$ cat src/rtl/spiflash_fw_pkg.sv
// Shared types and constants for the firmware-fetch SPI flash bridge.
package spiflash_fw_pkg;

    typedef enum logic [2:0] {WAKE, GAP, IDLE, CMD, DATA, DONE, HOLD} state_t;

    localparam logic [7:0] CMD_READ  = 8'h03;
    localparam logic [7:0] CMD_WAKE  = 8'hAB;
    localparam logic [5:0] CMD_BITS  = 6'd32;
    localparam logic [5:0] DATA_BITS = 6'd32;
    localparam logic [5:0] WAKE_BITS = 6'd8;

    // Flash streams bytes in address order; firmware expects little-endian words.
    function automatic logic [31:0] bswap32(input logic [31:0] w);
        return {w[7:0], w[15:8], w[23:16], w[31:24]};
    endfunction

endpackage

$ cat src/rtl/spi_shift_engine.sv
// SPI mode-0 shifter: SCK divider, shared 32-bit TX/RX shift register, bit counter.
module spi_shift_engine
    import spiflash_fw_pkg::*;
#(
    parameter int CLK_DIV = 1
) (
    input  logic        clk,
    input  logic        reset,
    input  logic        start,
    input  logic [5:0]  nbits,
    input  logic [31:0] txdata,
    input  logic        miso,
    output logic        sck,
    output logic        mosi,
    output logic        done,
    output logic [31:0] rxdata
);

    localparam logic [7:0] LAST = 8'(CLK_DIV - 1);

    logic        busy;
    logic [7:0]  div_cnt;
    logic [5:0]  bit_cnt;
    logic [31:0] sh;
    logic        miso_q;
    logic        phase_end;
    logic        rx_bit;

    assign phase_end = busy && (div_cnt == LAST);
    // With CLK_DIV=1 the sampling cycle is also the shifting cycle, so take MISO live.
    assign rx_bit    = (div_cnt == 8'd0) ? miso : miso_q;
    assign done      = phase_end && sck && (bit_cnt == 6'd0);
    assign rxdata    = {sh[30:0], rx_bit};

    always_ff @(posedge clk) begin
        if (reset) begin
            busy    <= 1'b0;
            sck     <= 1'b0;
            mosi    <= 1'b0;
            div_cnt <= '0;
            bit_cnt <= '0;
            sh      <= '0;
            miso_q  <= 1'b0;
        end else if (start) begin
            busy    <= 1'b1;
            sck     <= 1'b0;
            div_cnt <= '0;
            bit_cnt <= nbits - 6'd1;
            sh      <= txdata;
            mosi    <= txdata[31];
        end else if (busy) begin
            if (sck && div_cnt == 8'd0)
                miso_q <= miso;
            if (phase_end) begin
                div_cnt <= '0;
                if (!sck) begin
                    sck <= 1'b1;
                end else begin
                    sck <= 1'b0;
                    sh  <= {sh[30:0], rx_bit};
                    if (bit_cnt == 6'd0) begin
                        busy <= 1'b0;
                        mosi <= 1'b0;
                    end else begin
                        bit_cnt <= bit_cnt - 6'd1;
                        mosi    <= sh[30];
                    end
                end
            end else begin
                div_cnt <= div_cnt + 8'd1;
            end
        end
    end

endmodule

$ cat src/rtl/spiflash_fw_port.sv
// Firmware word fetch over SPI NOR standard read, keeping the burst open for sequential fetches.
module spiflash_fw_port
    import spiflash_fw_pkg::*;
#(
    parameter logic [23:0] FLASH_BASE = 24'h100000,
    parameter int          CLK_DIV    = 1
) (
    input  logic        clk,
    input  logic        reset,
    input  logic [15:0] fw_addr,
    input  logic        fw_valid,
    output logic        fw_ready,
    output logic [31:0] fw_rdata,
    output logic        flash_csb,
    output logic        flash_clk,
    output logic        flash_mosi,
    input  logic        flash_miso
);

    localparam logic [8:0] GAP_LAST = 9'(2 * CLK_DIV - 1);

    state_t      state;
    logic [15:0] addr_q;
    logic [15:0] last_addr;
    logic        last_vld;
    logic        woke;
    logic        pending;
    logic        hold_first;
    logic [8:0]  gap_cnt;

    logic        eng_start;
    logic        eng_done;
    logic [5:0]  eng_nbits;
    logic [31:0] eng_tx;
    logic [31:0] eng_rx;
    logic        gap_done;
    logic        seq_hit;

    function automatic logic [31:0] read_cmd(input logic [15:0] a);
        return {CMD_READ, FLASH_BASE + {6'b0, a, 2'b00}};
    endfunction

    assign gap_done = (gap_cnt == GAP_LAST);
    // 16'hFFFF -> 16'h0000 deliberately breaks the stream: the flash address would not wrap with it.
    assign seq_hit  = last_vld && (last_addr != 16'hFFFF) && (fw_addr == last_addr + 16'd1);

    // Engine launches in the decision cycle so CSB fall and the first SCK low phase coincide.
    always_comb begin
        eng_start = 1'b0;
        eng_nbits = DATA_BITS;
        eng_tx    = '0;
        case (state)
            WAKE: begin
                eng_start = !woke;
                eng_nbits = WAKE_BITS;
                eng_tx    = {CMD_WAKE, 24'h0};
            end
            GAP: begin
                eng_start = gap_done && pending;
                eng_nbits = CMD_BITS;
                eng_tx    = read_cmd(addr_q);
            end
            IDLE: begin
                eng_start = fw_valid;
                eng_nbits = CMD_BITS;
                eng_tx    = read_cmd(fw_addr);
            end
            CMD:     eng_start = eng_done;
            HOLD:    eng_start = !hold_first && fw_valid && seq_hit;
            default: eng_start = 1'b0;
        endcase
    end

    always_ff @(posedge clk) begin
        if (reset) begin
            state      <= WAKE;
            woke       <= 1'b0;
            pending    <= 1'b0;
            hold_first <= 1'b0;
            gap_cnt    <= '0;
            addr_q     <= '0;
            last_addr  <= '0;
            last_vld   <= 1'b0;
            flash_csb  <= 1'b1;
            fw_ready   <= 1'b0;
            fw_rdata   <= '0;
        end else begin
            fw_ready <= 1'b0;
            case (state)
                WAKE: begin
                    if (!woke) begin
                        woke      <= 1'b1;
                        flash_csb <= 1'b0;
                    end else if (eng_done) begin
                        flash_csb <= 1'b1;
                        gap_cnt   <= '0;
                        state     <= GAP;
                    end
                end
                GAP: begin
                    if (gap_done) begin
                        if (pending) begin
                            pending   <= 1'b0;
                            flash_csb <= 1'b0;
                            state     <= CMD;
                        end else begin
                            state <= IDLE;
                        end
                    end else begin
                        gap_cnt <= gap_cnt + 9'd1;
                    end
                end
                IDLE: begin
                    if (fw_valid) begin
                        addr_q    <= fw_addr;
                        flash_csb <= 1'b0;
                        state     <= CMD;
                    end
                end
                CMD: if (eng_done) state <= DATA;
                DATA: begin
                    if (eng_done) begin
                        fw_ready <= 1'b1;
                        fw_rdata <= bswap32(eng_rx);
                        state    <= DONE;
                    end
                end
                DONE: begin
                    last_addr  <= addr_q;
                    last_vld   <= 1'b1;
                    hold_first <= 1'b1;
                    state      <= HOLD;
                end
                HOLD: begin
                    // The master may still be dropping the previous request in the first HOLD cycle.
                    if (hold_first) begin
                        hold_first <= 1'b0;
                    end else if (fw_valid) begin
                        addr_q <= fw_addr;
                        if (seq_hit) begin
                            state <= DATA;
                        end else begin
                            pending   <= 1'b1;
                            flash_csb <= 1'b1;
                            gap_cnt   <= '0;
                            state     <= GAP;
                        end
                    end
                end
                default: state <= WAKE;
            endcase
        end
    end

    spi_shift_engine #(.CLK_DIV(CLK_DIV)) u_eng (
        .clk    (clk),
        .reset  (reset),
        .start  (eng_start),
        .nbits  (eng_nbits),
        .txdata (eng_tx),
        .miso   (flash_miso),
        .sck    (flash_clk),
        .mosi   (flash_mosi),
        .done   (eng_done),
        .rxdata (eng_rx)
    );

endmodule

$ cat config.mk
export PLATFORM = sky130hd
export DESIGN_NAME = spiflash_fw_port
export DESIGN_NICKNAME = d
export VERILOG_FILES = /design/src/rtl/spiflash_fw_pkg.sv /design/src/rtl/spi_shift_engine.sv /design/src/rtl/spiflash_fw_port.sv
export SDC_FILE = /design/constraint.sdc
export NUM_CORES = 1
export LEC_CHECK = 0
export CAP_MARGIN = 30
export CORE_MARGIN = 2
export CORE_UTILIZATION = 52
export CTS_CLUSTER_SIZE = 14
export DETAILED_ROUTE_END_ITERATION = 8
export PLACE_DENSITY = 0.72
export SYNTH_ARGS = -nofsm -noshare
export SYNTH_HDL_FRONTEND = slang
export SYNTH_SLANG_ARGS = --single-unit
$ cat constraint.sdc
create_clock -name clk -period 2.85 [get_ports clk]
set_clock_uncertainty 0.05 [all_clocks]
set_input_delay 0.285 -clock clk [delete_from_list [all_inputs] [get_ports clk]]
set_output_delay 0.285 -clock clk [all_outputs]
set_load 0.02 [all_outputs]
==> results.ini, run 1 <==
[cts]
clk_transition_reported_paths_ps = 50
clock_tree_root_driver_cell = clkbuf_16
maximum_buffer_depth_of_the_clock_tree = 2
clock_latency_of_the_later_clocked_register_in_the_worst_skew_pair_ps = 420
cts_tree = built
numClockSinks = 131
cts_max_level = 4
cts-buffers-inserted = 17

[floorplan]
core_area_um2 = 11500
dieArea_um2 = 12700
num_io_pins = 56
die_w_um = 113
fp-row-count = 39
floorplan.initialDensity_pct = 53.4
fp.dieH_um = 113

[synth]
synth_xor_area_share_pct = 3.72
synth_seq_area_share_pct = 42.8
syn_avg_cell_area_um2 = 7.75
synth_top_family_by_area = simple AND/OR/NAND/NOR gates
synth_adder_area_share_pct = 1.23
synth_enable_flop_cells = 0
synth_compound_gate_area_share_pct = 22.2
post_synth_instance_area_um2 = 6120
syn-instance-count = 790
muxShareOfSynthArea_pct = 0.163
ys_ff_latch = 131
area_share_of_the_leading_cell_type_in_the_synthesized_netlist_pct = 42.8
yosys.area_share.simple_pct = 23.8
synthFlopType = dfxtp_1
asyncSetResetFlopFracSynth_pct = 0
synthDominantAreaCellType = dfxtp_1
post_synth_main_area_contributors = dfxtp_1, nand2_1, a21oi_1, o21ai_0, clkbuf_1
mappedNetlistNets = 816
synthDistinctLibCells = 60
yosys_warnings = 0

[detailed_routing]
detail_route.first_pass.iterations = 5
dr.first_iter.drc_count = 440
ant_nets = 0
dr_total_vias = 5813
avgViaCountPerCell = 5.81
avgRoutedWirePerCell_um = 15.7
drcViolationCount = 0
drt_wl_total_um = 15700

[power_and_ir_drop]
net_switching_power_of_the_design_mw = 2.03
power.leakage_nw = 2.62
switching_share_pct = 33.2
power.density_nw_per_um2 = 798
power.internal_mw = 4.08
clockPowerShare_pct = 34.8
vdd.ir_drop.worst_v = 0.000429
total_power_mw = 6.11
pwr-share-seq_pct = 37.2
combPwrFrac_pct = 28.1

[setup_path]
critPathKind = reg -> reg
crit_path_top_delay_cell = dfxtp_4
critical_path_buf_inv_count = 1
cp_top_family = simple AND/OR/NAND/NOR gates
critPathArrivalTime_ps = 3110
critPathCaptureType = flip-flop
critical_path.cell_chain = nand4_1 > or3_1 > o311a_1 > a21oi_2 > nand4_2 > o21a_1 > nand2_1 > ha_2 > inv_2 > nor4_4 > xor2_1 > a22oi_1 > nor2_1
worst_path_largest_cell_delay_ps = 390
crit_fanout = 7
worst_ep_required_time_ps = 3080
startpoint_type = flip-flop

[final_layout]
footprint_of_the_multi_input_gates_um2 = 3270
fillCellCount = 951
final_nets = 872
area.sequential_um2 = 2650
area.growth.synth_to_final_pct = 25.1
final_cell_mix = nand2_1, dfxtp_1, a21oi_1, clkdlybuf4s50_1, nor2_1
drive_above_1_share_pct = 13.4
n_diodes = 0
final_common_cell = nand2_1

[global_route]
grt_start_max_net_pins = 63
antenna_violations_before_repair = 0
globalRouteOverflowTotal = 0
wire_length_of_the_first_global_routing_pass_um = 26300
first_global_vias = 5572
grtUsageTotal_pct = 25.3

[sta]
max-slew-margin-rel_pct = 52.2
grt_setup_unrepaired = yes
count_of_pins_over_their_slew_limit = 0
hold_viol_final = 0
period_share_pct = 101
final_setup_violation_count = 1
timing_worst_slew_pin_value_ps = 716
setup_ws_ps = -30.2
maxClockFrequency_mhz = 347
layout_min_cycle_time_ps = 2880
fin_worst_hold_slack_ps = 327

[placed_design]
io_buffers = 55
post-dp-hpwl_um = 10400
place.gp.congestion = 0.870

[status]
violations = setup timing
run_status = finished, violations left

[run]
maxCapViolations = 0

[min_path]
hp-class = in -> reg

## worst register-to-register path, delay by kind of cell, from the launching register on
kind,cells,cell delay [ps]
flip-flops,1,390
AO/OA/AOI/OAI,4,930
AND/OR/NAND/NOR,6,1020
buffers and inverters,1,50
XOR/XNOR,1,100
adder cells (fa/ha/maj),1,190
## path summary, 6_finish.rpt
path	startpoint	to	slack, ps	depth (start not counted)
max	last_addr[3]$_SDFFE_PP0P_	u_eng.bit_cnt[4]$_SDFFE_PP0P_	-30	13
max reg2reg	last_addr[3]$_SDFFE_PP0P_	u_eng.bit_cnt[4]$_SDFFE_PP0P_	-30	13
min	reset	fw_ready$_SDFF_PP0_	330	2
min reg2reg	fw_rdata[21]$_SDFFE_PP0P_	fw_rdata[21]$_SDFFE_PP0P_	400	2
## cell type report
cell class              count  area share [%]
clock buffers              21            6.14
clock inverters            10            1.40
inverters                  33            1.62
multi-input cells         569            42.6
flip-flops and latches    131            34.6
well taps                 143            2.34
repair buffers             94            11.3
## kinds of logic (layout without fill, tap and decap cells)
group	count (synthesis)	in the layout
fa+ha+maj	6	6
flops	131	131
simple gates	320	320
buf+inv	90	158
xor+xnor	26	26
compound gates	216	216
mux	1	1
## per-stage QoR
step,setup TNS [ps],instance area [µm²],util [%],setup WS [ps],std cells
after floorplan,0,6160,-,43.2,790
after global placement,-64.5,6920,60.3,-64.5,966
after detailed placement,-1460,6920,60.3,-236,966
after CTS,0,7490,65.4,3.04,997
after global routing,-118,7660,66.8,-118,1001
final,-30.2,7660,66.8,-30.2,1001
## cells in the mapped netlist, types with 3 or more instances
library cell and n:
a211o_1 3, a211oi_1 8, a21oi_1 100, a221oi_1 17, a221oi_2 4, a22o_1 16
a31oi_1 7, and2_1 4, and3_1 11, and4_1 4, buf_2 9, buf_6 3
clkbuf_1 43, dfxtp_1 131, ha_1 6, inv_1 33, nand2_1 192, nand3_1 18
nand4_1 10, nor2_1 40, nor2b_1 3, nor3_1 9, nor3b_1 3, nor4_1 4
o21ai_0 40, or3_1 4, xnor2_1 13, xor2_1 13
## power groups by stage
stage	registers (mW)	logic (mW)	clock network, mW
floorplan	2.24	1.19	0
global placement	2.29	1.58	0
detailed placement	2.30	1.63	0
CTS	2.27	1.64	2.15
global route	2.30	1.89	2.24
finish	2.27	1.72	2.12
## what timing repair did
action	in CTS	in global routing
setup buffers	0	4
setup endpoints to repair	1	44
hold buffers	0	0
gates cloned	0	0
pin swaps	0	15
gates resized for setup	1	34
## layer usage
layer | track usage, % | vias up | wire length, µm
li1 | - | 2858 | -
met2 | 39.7 | 189 | 7330
met3 | 6.32 | 22 | 929
met5 | 0 | - | 0
met1 | 33.6 | 2744 | 7200
met4 | 10.3 | 0 | 275
## sequential cells by signal (all words and copies together) (netlist names), 3 cells and up
signal and flops:
u_eng.sh 31, gap_cnt 9, fw_rdata 32, u_eng.div_cnt 8
last_addr 16, u_eng.bit_cnt 6, state 3, addr_q 16
No activity file was read; power rests on OpenSTA's default activity.
==> inputs of run 2 (changes only) <==
--- a/config.mk
+++ b/config.mk
@@ -5,6 +5,7 @@
 export SDC_FILE = /design/constraint.sdc
 export NUM_CORES = 1
 export LEC_CHECK = 0
+export ABC_AREA = 1
 export CAP_MARGIN = 30
 export CORE_MARGIN = 2
 export CORE_UTILIZATION = 52
==> run 2 against run 1 <==
Net effect: the flow now finishes without violations; highest routed layer unchanged; register-to-register slack better by 190 ps; critical path depth increased by 6; first-iteration DRC count is 15% lower; via count is 6.7% higher; worst setup slack gained 190 ps; maximum frequency grew 7.3%; synthesized cell count grew 17%; synthesized area grew 4.8%; largest power group unchanged.
==> results.ini, run 2 <==
[final_layout]
largest_register_ffs = 32  ; unchanged
final_cell_mix = nand2_1, nor2_1, dfxtp_1, a21oi_1, inv_1
fillCellCount = 1070  ; +13%
area.sequential_um2 = 2620  ; -0.95%
registers.top_by_ff_count = fw_rdata
drive_above_1_share_pct = 10.9  ; -2.5 points
final_core_util_pct = 65.1  ; -1.7 points
final_common_cell = nand2_1
final_nets = 1017  ; +17%
top_regs = fw_rdata: 32 flops, u_eng.sh: 31 flops
area.growth.synth_to_final_pct = 21.8
footprint_of_the_multi_input_gates_um2 = 3280  ; +0.42%

[setup_path]
critPathCaptureType = flip-flop
critPathArrivalTime_ps = 2950  ; -160 ps
crit_fanout = 6  ; -1
worst_ep_required_time_ps = 3120  ; +40 ps
startpoint_type = flip-flop
critPathKind = reg -> reg

[detailed_routing]
avgRoutedWirePerCell_um = 14.8  ; -6.0%
dr_total_vias = 6200  ; +6.7%
dr.first_iter.drc_count = 376  ; -15%
detail_route.first_pass.iterations = 5  ; unchanged
ant_nets = 0  ; unchanged
drt_wl_total_um = 17000  ; +8.2%
drcViolationCount = 0  ; unchanged
avgViaCountPerCell = 5.38  ; -7.3%

[global_route]
grt_start_max_net_pins = 36  ; -43%
antenna_violations_before_repair = 1  ; +1
globalRouteOverflowTotal = 0  ; unchanged
grtUsageTotal_pct = 26.8  ; +1.4 points
wire_length_of_the_first_global_routing_pass_um = 28200  ; +7.0%
first_global_vias = 5834  ; +4.7%

[power_and_ir_drop]
power.density_nw_per_um2 = 764  ; -4.2%
power.leakage_nw = 3.11  ; +18%
vdd.ir_drop.worst_v = 0.000437  ; +1.9%
pwr-share-seq_pct = 37.4  ; +0.2 points
power.internal_mw = 3.94  ; -3.6%
combPwrFrac_pct = 26.6  ; -1.5 points
clockPowerShare_pct = 36.0  ; +1.2 points
net_switching_power_of_the_design_mw = 2.04  ; +0.39%
switching_share_pct = 34.1  ; +0.90 points

[floorplan]
die_w_um = 115  ; +2.3%
core_area_um2 = 12000  ; +4.7%
fp-row-count = 40  ; +2.6%
num_io_pins = 56  ; unchanged
dieArea_um2 = 13300  ; +4.7%
floorplan.initialDensity_pct = 53.5  ; about the same
fp.dieH_um = 115  ; +2.3%

[min_path]
hp-class = reg -> reg

[synth]
synthFlopType = dfxtp_1
asyncSetResetFlopFracSynth_pct = 0  ; unchanged
ys_ff_latch = 131  ; unchanged
post_synth_most_frequent_cells = nand2_1, nor2_1, dfxtp_1
yosys_warnings = 0  ; unchanged
synthDistinctLibCells = 45  ; -25%
synth_enable_flop_cells = 0  ; unchanged
area_share_of_the_leading_cell_type_in_the_synthesized_netlist_pct = 40.8  ; -2.0 points
post_synth_instance_area_um2 = 6420  ; +4.8%
post_synth_main_area_contributors = dfxtp_1, nand2_1, nor2_1, a21oi_1, o21ai_0
syn-instance-count = 926  ; +17%
syn_avg_cell_area_um2 = 6.93  ; -11%
synth.most_common_cell = nand2_1
mappedNetlistNets = 952  ; +17%
synthDominantAreaCellType = dfxtp_1
synth_seq_area_share_pct = 40.8  ; -2.0 points

[sta]
period_share_pct = 94.2  ; -6.8 points
timing_worst_slew_pin_value_ps = 959  ; +243 ps
maxClockFrequency_mhz = 372  ; +7.3%
layout_min_cycle_time_ps = 2690  ; -195 ps
setup_tns_ps = 0  ; +30.2 ps
max-slew-margin-rel_pct = 35.9  ; -16 points
count_of_pins_over_their_slew_limit = 0  ; unchanged
final_setup_violation_count = 0  ; -1
hold_viol_final = 0  ; unchanged

[cts]
hold_buffers = 0  ; unchanged
cts_max_level = 4  ; unchanged
clk_transition_reported_paths_ps = 60  ; about the same
numClockSinks = 131  ; unchanged
cts-buffers-inserted = 17  ; unchanged
clock_tree_root_driver_cell = clkbuf_16
maximum_buffer_depth_of_the_clock_tree = 2  ; unchanged
clock_latency_of_the_later_clocked_register_in_the_worst_skew_pair_ps = 420  ; about the same
cts_tree = built

[placed_design]
place.gp.congestion = 0.951  ; +9.3%
io_buffers = 55  ; unchanged
post-dp-hpwl_um = 11800  ; +13%

[status]
run_status = completed

[run]
maxCapViolations = 0  ; unchanged

run 2: stage by stage:
stage	setup WS (ps)	instance area, µm²	std cells	power, mW	hold slack [ps]
2_1_floorplan	292	6420	926	3.35	375
3_3_place_gp	14.6	7140	1112	3.73	389
6_report	165	7820	1152	5.98	396
5_1_grt	-35.3	7820	1151	6.30	434
4_1_cts	96.7	7720	1144	5.90	399
3_5_place_dp	8.68	7140	1112	3.73	391
run 2: final timing paths:
path	start	to	slack (ps)	depth (start not counted)
hold / removal	u_eng.miso_q$_SDFFE_PP0P_	u_eng.miso_q$_SDFFE_PP0P_	400	2
setup / recovery	last_addr[0]$_SDFFE_PP0P_	u_eng.bit_cnt[4]$_SDFFE_PP0P_	160	19
setup reg to reg	last_addr[0]$_SDFFE_PP0P_	u_eng.bit_cnt[4]$_SDFFE_PP0P_	160	19
hold reg to reg	u_eng.miso_q$_SDFFE_PP0P_	u_eng.miso_q$_SDFFE_PP0P_	400	2
run 2: what timing repair did:
item                                    in CTS  in global routing
endpoints found under the setup margin       0                 26
gates resized for setup                      0                  8
buffers inserted                             0                  6
run 2: cell families after synthesis:
kind of cell / synth area share [%]
AO/OA/AOI/OAI: 18.8
buffers and inverters: 8.79
XOR/XNOR: 2.05
flip-flops: 40.8
adder cells (fa/ha/maj): 1.17
AND/OR/NAND/NOR: 28.3
run 2: power by group through the flow:
stage	clock network, mW	registers, mW	logic, mW
2_1_floorplan	0	2.23	1.12
3_3_place_gp	0	2.26	1.46
3_5_place_dp	0	2.26	1.47
4_1_cts	2.18	2.23	1.49
5_1_grt	2.26	2.26	1.78
6_report	2.15	2.23	1.59
run 2: per-layer routing:
| metal | track usage (%) | vias to the layer above | share of wire [%] |
|---|---|---|---|
| met2 | 42.4 | 183 | 45 |
| met1 | 35.9 | 2809 | 47 |
| met3 | 6.54 | 27 | 6.2 |
| met5 | 0 | - | 0 |
| li1 | - | 3181 | - |
| met4 | 9.08 | 0 | 1.6 |
run 2: critical path, stage by stage, from the launching register on:
cell	delay, ps
dfxtp_1	330
ha_2	210
nand2_2	90
nor2_4	190
nand2_2	120
o21bai_4	180
nand2_1	70
nor2_1	110
nand2_1	100
nor2_4	180
nand4_4	180
nand2_8	140
inv_2	70
nand2_2	70
ha_1	150
nand2_2	70
nor2_2	110
nand3_1	90
nand2_1	60
nor2_1	40
run 2: area by class of cell:
type | instances | share of cell area [%]
clock buffers | 21 | 5.76
diodes | 1 | 0.0320
repair buffers | 83 | 9.89
clock inverters | 11 | 1.63
well taps | 147 | 2.35
inverters | 100 | 4.86
multi-input cells | 658 | 41.9
flip-flops and latches | 131 | 33.5
